<file path="config.mk">
export PLATFORM = sky130hd
export DESIGN_NAME = pipe_elastic_flat
export DESIGN_NICKNAME = d
export VERILOG_FILES = /design/src/rtl/pipe_elastic_pkg.sv /design/src/rtl/pipe_elastic_if.sv /design/src/rtl/pipe_elastic_skid_stage.sv /design/src/rtl/pipe_elastic.sv /design/src/flat_wrapper.sv
export SDC_FILE = /design/constraint.sdc
export NUM_CORES = 1
export LEC_CHECK = 0
export CAP_MARGIN = 25
export CORE_ASPECT_RATIO = 1.5
export CORE_UTILIZATION = 38
export CTS_CLUSTER_DIAMETER = 30
export DETAILED_ROUTE_END_ITERATION = 12
export PLACE_DENSITY = 0.64
export SETUP_SLACK_MARGIN = 0.05
export SYNTH_ARGS = -nofsm -noshare
export SYNTH_HDL_FRONTEND = slang
export SYNTH_SLANG_ARGS = --single-unit
</file>
<file path="constraint.sdc">
create_clock -name clk -period 2.5 [get_ports clk]
set_input_delay 0.375 -clock clk [delete_from_list [all_inputs] [get_ports clk]]
set_output_delay 0.375 -clock clk [all_outputs]
set_load 0.01 [all_outputs]
</file>
<file path="src/rtl/pipe_elastic_pkg.sv">
// Shared types and helpers for the elastic pipeline and its skid stages.
package pipe_pkg;

  typedef enum logic [1:0] {
    EMPTY = 2'd0,
    BUSY  = 2'd1,
    FULL  = 2'd2
  } stage_state_t;

  function automatic int occ_width(input int stages);
    return $clog2(2 * stages + 1);
  endfunction

endpackage

</file>
<file path="src/rtl/pipe_elastic_if.sv">
// Upstream and downstream valid/ready stream signals of the elastic pipeline.
interface pipe_elastic_if #(
  parameter int DATA_W = 8
);
  logic [DATA_W-1:0] in_data;
  logic              in_valid;
  logic              in_ready;
  logic [DATA_W-1:0] out_data;
  logic              out_valid;
  logic              out_ready;

  modport slave (
    input  in_data, in_valid, out_ready,
    output in_ready, out_data, out_valid
  );

  modport master (
    output in_data, in_valid, out_ready,
    input  in_ready, out_data, out_valid
  );
endinterface

</file>
<file path="src/rtl/pipe_elastic_skid_stage.sv">
// One full-throughput skid stage: main register drives the output, skid register
// absorbs the word that arrives while the downstream is stalled.
module skid_stage
  import pipe_pkg::*;
#(
  parameter int DATA_W = 8
) (
  input  logic              clk,
  input  logic              rst_n,
  input  logic              flush,
  input  logic [DATA_W-1:0] in_data,
  input  logic              in_valid,
  output logic              in_ready,
  output logic [DATA_W-1:0] out_data,
  output logic              out_valid,
  input  logic              out_ready
);

  stage_state_t      state_reg, state_next;
  logic [DATA_W-1:0] main_reg, skid_reg;
  logic              in_fire, out_fire;

  assign in_fire  = in_valid & in_ready;
  assign out_fire = out_valid & out_ready;

  always_ff @(posedge clk) begin
    if (!rst_n || flush) state_reg <= EMPTY;
    else                 state_reg <= state_next;
  end

  always_comb begin
    state_next = state_reg;
    unique case (state_reg)
      EMPTY: if (in_fire) state_next = BUSY;
      BUSY: begin
        if (in_fire && !out_fire)      state_next = FULL;
        else if (!in_fire && out_fire) state_next = EMPTY;
      end
      FULL:    if (out_fire) state_next = BUSY;
      default: state_next = EMPTY;
    endcase
  end

  // in_ready depends only on registered state, which cuts the ready chain here.
  always_comb begin
    in_ready  = (state_reg != FULL);
    out_valid = (state_reg != EMPTY);
    out_data  = main_reg;
  end

  always_ff @(posedge clk) begin
    if (!rst_n) begin
      main_reg <= '0;
      skid_reg <= '0;
    end else if (state_reg == FULL) begin
      if (out_fire) main_reg <= skid_reg;
    end else if (in_fire) begin
      if (state_reg == EMPTY || out_fire) main_reg <= in_data;
      else                                skid_reg <= in_data;
    end
  end

endmodule

</file>
<file path="src/rtl/pipe_elastic.sv">
// Elastic pipeline: a chain of STAGES skid stages with occupancy count and flush.
module pipe_elastic
  import pipe_pkg::*;
#(
  parameter int DATA_W = 8,
  parameter int STAGES = 2,
  parameter int CNT_W  = occ_width(STAGES)
) (
  input  logic             clk,
  input  logic             rst_n,
  input  logic             flush,
  pipe_elastic_if.slave    bus,
  output logic [CNT_W-1:0] occupancy
);

  logic [DATA_W-1:0] data [STAGES+1];
  logic [STAGES:0]   valid;
  logic [STAGES:0]   ready;
  logic              in_fire, out_fire;
  logic [CNT_W-1:0]  occ_reg;

  // Input is refused entirely during reset and flush, not just discarded.
  assign data[0]  = bus.in_data;
  assign valid[0] = bus.in_valid & rst_n & ~flush;
  assign ready[STAGES] = bus.out_ready;

  generate
    for (genvar gi = 0; gi < STAGES; gi++) begin : g_stage
      skid_stage #(.DATA_W(DATA_W)) u_stage (
        .clk       (clk),
        .rst_n     (rst_n),
        .flush     (flush),
        .in_data   (data[gi]),
        .in_valid  (valid[gi]),
        .in_ready  (ready[gi]),
        .out_data  (data[gi+1]),
        .out_valid (valid[gi+1]),
        .out_ready (ready[gi+1])
      );
    end
  endgenerate

  assign bus.in_ready  = ready[0] & rst_n & ~flush;
  assign bus.out_data  = data[STAGES];
  assign bus.out_valid = valid[STAGES];

  assign in_fire  = bus.in_valid & bus.in_ready;
  assign out_fire = valid[STAGES] & bus.out_ready;

  always_ff @(posedge clk) begin
    if (!rst_n || flush) begin
      occ_reg <= '0;
    end else begin
      unique case ({in_fire, out_fire})
        2'b10:   occ_reg <= occ_reg + CNT_W'(1);
        2'b01:   occ_reg <= occ_reg - CNT_W'(1);
        default: occ_reg <= occ_reg;
      endcase
    end
  end

  assign occupancy = occ_reg;

endmodule
</file>
<file path="src/flat_wrapper.sv">
// flat-port wrapper written by rule: the top's interface ports become plain ports
module pipe_elastic_flat import pipe_pkg::*;
#(
  parameter int DATA_W = 8,
  parameter int STAGES = 2,
  parameter int CNT_W  = occ_width(STAGES)
)
  (clk, rst_n, flush, occupancy, bus_in_data, bus_in_valid, bus_out_ready, bus_in_ready, bus_out_data, bus_out_valid);
  pipe_elastic_if #(.DATA_W(DATA_W)) bus_i ();
  input  logic clk;
  input  logic rst_n;
  input  logic flush;
  output logic [CNT_W-1:0] occupancy;
  input wire logic [$bits(bus_i.in_data)-1:0] bus_in_data;
  input wire logic [$bits(bus_i.in_valid)-1:0] bus_in_valid;
  input wire logic [$bits(bus_i.out_ready)-1:0] bus_out_ready;
  output wire logic [$bits(bus_i.in_ready)-1:0] bus_in_ready;
  output wire logic [$bits(bus_i.out_data)-1:0] bus_out_data;
  output wire logic [$bits(bus_i.out_valid)-1:0] bus_out_valid;
  assign bus_i.in_data = bus_in_data;
  assign bus_i.in_valid = bus_in_valid;
  assign bus_i.out_ready = bus_out_ready;
  assign bus_in_ready = bus_i.in_ready;
  assign bus_out_data = bus_i.out_data;
  assign bus_out_valid = bus_i.out_valid;
  pipe_elastic #(.DATA_W(DATA_W), .STAGES(STAGES), .CNT_W(CNT_W)) u_core (.clk(clk), .rst_n(rst_n), .flush(flush), .bus(bus_i), .occupancy(occupancy));
endmodule
</file>
==> summary by stage <==
Route
The detail route stage leaves a number of antenna-violating nets equal to 0. The average via count per standard cell is 5.270. The routed layout has 1639 vias.

The wire length after detailed routing is 4.190 mm. Dividing the detail-routed wire length by the instance count gives 13.47 um. The first routing iteration left 71 violations. The DRC violation count after routing is 0. The first detailed-routing pass took 4 iterations.

Floorplan
The full die area is 5599 sq um. The initial core utilization is 39.28%. The total core area is 5125 sq um. The total I/O pin count is 26. Measured along the x axis, the die boundary spans 61.43 um.

The number of core rows is 32. The chip height is 91.15 um.

Global routing
Entering global routing, the biggest net connects 21 pins. The total overflow left after global routing is 0. The number of global-route vias before repair is 1541. The overall track demand over capacity in global routing is 16.56%. The first-pass GRT wire length is 7.093 mm. The initial antenna violation count is 0.

Synth
Counting every net in the synthesized netlist gives 243. Each instance of the synthesized netlist takes up on average 8.908 sq um. In this run the biggest area consumer among cell types represents 38.78% of the synthesized area. The synthesized design contains 39 register bits. The number of enable flip-flop cells after synthesis is 0.

For this run, the leading register cell type out of synthesis is sky130_fd_sc_hd__dfxtp_1. The total number of yosys warnings is 0. The biggest area contributor in the post-synthesis netlist is sky130_fd_sc_hd__dfxtp_1.

The post-synthesis instance area is 2013 sq um. In the synthesized netlist, the number of instances is 226. Of the synthesized area, sequential elements account for 38.78%. Ranked by total cell area, the synthesized netlist is headed by sky130_fd_sc_hd__dfxtp_1, sky130_fd_sc_hd__a21oi_1, sky130_fd_sc_hd__mux2i_1. The count of cell types in the netlist is 34.

In the synthesized netlist the async set-or-reset flop fraction comes to 0%.

Critical path
At the worst endpoint, the arrival time is 2.39 ns. The startpoint type of the worst setup path is an input pin. In this run the critical register-to-register path is launched from u_core.g_stage[1].u_stage.state_reg[0]. On the worst path, the slowest cell contributes a delay of 0.49 ns. The highest-delay cell along the critical path is sky130_fd_sc_hd__clkdlybuf4s50_1. The kind of end point of the critical path is a flip-flop.

In this run the worst path has a maximum fanout of 4. The worst path required time is 2.73 ns. Traced cell by cell, the critical path runs through clkdlybuf4s50_1 -> nand2b_1 -> nor2b_1 -> nand2_1 -> ha_1 -> inv_1 -> fa_1 -> xor2_1 -> or3_1 -> a21oi_1. The critical path class is in -> reg. The beginning of the critical path is flush.

Timing
The final setup violation count is 0. The measured slew at the worst slew-check pin is 0.5469 ns. The final number of hold-violating endpoints is 0. The relative slew slack is 63.47%.

Subtracting the final worst setup slack from the clock period gives 2.162 ns. The final number of max-transition violations is 0. The final clock skew is 0.003588 ns.

For this run, the top clock speed supported by timing is 462.5 MHz. Setup repair after global routing left no endpoint under its margin. Across all setup checks in the final design, the least slack found is 0.3380 ns. After routing, the total negative slack on setup checks comes to 0 ns. The share of the cycle needed by the critical path after routing is 86.48%.

The post-route worst hold slack is 0.4774 ns.

Pwr
The switching power is 0.3128 mW. Sequential cells account for 53.0% of the total power. VDD sags by at most 0.0002916 V. The share of power burned in the clock network is 34.4%.

Of the total power, combinational logic draws 12.6%. The switching power share of the total is 25.44%. The internal power summed over all cells is 0.9166 mW. The design draws 1.229 mW.

The ratio of total power to cell area is 518.8 nW/um^2. The standby leakage power is 0.8112 nW.

Clocking
TritonCTS built the clock tree. In this run, post-CTS hold repair placed 0 buffers. The clock root buffer master is sky130_fd_sc_hd__clkbuf_8. The H-tree was split into 2 levels. The clock latency reported for the late side of the worst-skew pair is 0.29 ns. The clock edge transition at the registers on the reported setup and hold paths is 0.08 ns. The number of setup buffers added after CTS is 0. Counting every sink on the clock net gives 39. In this run, CTS created clock tree buffers numbering 5.

The maximum clock path buffer count is 2. Once the clock tree was built, the resizer swapped 0 gates to a different size.

Finish
The final standard cell utilization of the core is 46.24%. The commonest non-fill, non-tap cell in the layout is sky130_fd_sc_hd__dfxtp_1. The layout cell share with drive strength beyond 1 is 12.35%. In the layout the commonest cells are sky130_fd_sc_hd__dfxtp_1, sky130_fd_sc_hd__a21oi_1, sky130_fd_sc_hd__clkdlybuf4s50_1. The design area is 2370 sq um. The antenna cell count is 0.

In the final design database the tool counted 259 nets. The area added between synthesis and finish is 17.71%. For this run, the number of standard cells in the final layout without fillers is 311.

Run status
The run finished with clean final reports.

Place
The setup slack after placement is 0.03509 ns. The HPWL after detailed placement is 3.044 mm. Once placement finished, the instance area stood at 2281 sq um.

The post-placement cell count is 303. The weighted congestion at the end of routability-driven global placement is 0.7001. In this run the tool buffered the top-level ports with 25 buffer cells.

Run
Across the run, the number of max-cap violations was 0.

Worst hold path
The launch instance of the worst min-delay path is u_core.g_stage[1].u_stage.skid_reg[1]. The class of the most critical hold timing path is reg -> reg.
[cells in the mapped netlist, drive strengths merged, types with 3 or more instances]
master,number
o21ai,17
a311oi,8
nand2b,12
nand3b,4
buf,18
nand2,4
o22a,3
mux2i,9
nor2,7
o21a,9
a21oi,27
inv,6
nand3,16
dfxtp,39
ha,3
nor2b,3
o221a,8
a211oi,8
clkbuf,8
[final timing paths]
kind	end	slack [ns]	cells after the start
worst min register to register	u_core.g_stage[1].u_stage.skid_reg[1]	0.48	2
worst max register to register	u_core.occupancy[2]	0.37	9
worst min-delay path	u_core.g_stage[1].u_stage.skid_reg[1]	0.48	2
worst max-delay path	u_core.occupancy[2]	0.34	10
[power by group through the flow]
stage	clock network, mW	registers [mW]	logic (mW)
finish	0.423	0.651	0.155
detailed placement	0	0.666	0.155
floorplan	0	0.663	0.103
global placement	0	0.666	0.155
CTS	0.438	0.652	0.156
global route	0.461	0.655	0.170
[cells by family (layout without fill, tap and decap cells)]
kind of cell             Yosys count  count (layout)  synth area share [%]
adder cells (fa/ha/maj)            4               4                 2.859
AO/OA/AOI/OAI                     83              83                 28.90
AND/OR/NAND/NOR                   56              56                 15.72
buffers and inverters             33              50                 8.390
flip-flops                        39              39                 38.78
XOR/XNOR                           2               2                0.8703
multiplexers                       9               9                 4.475
[cell type report]
class / instances / area, sq um
Timing Repair Buffer: 35 / 325.3
Clock buffer: 5 / 68.82
Clock inverter: 3 / 20.02
Multi-Input combinational cell: 154 / 1064
Sequential cell: 39 / 780.7
Fill cell: 540 / 2755
Inverter: 7 / 26.28
Tap cell: 68 / 85.08
[critical path: cells and delay by family]
| kind | cells | cell delay, ns |
|---|---|---|
| buf+inv | 2 | 0.55 |
| xor+xnor | 1 | 0.18 |
| simple gates | 4 | 0.57 |
| compound gates | 1 | 0.14 |
| fa+ha+maj | 2 | 0.57 |
[per-layer routing]
layer,GRT usage [%],wire length [um],vias to the layer above
met4,7.222,60,0
met1,19.27,1849,748
met5,0,0,-
met2,28.26,2136,40
li1,-,-,847
met3,3.134,143,4
Power figures use the tool's default switching activity.
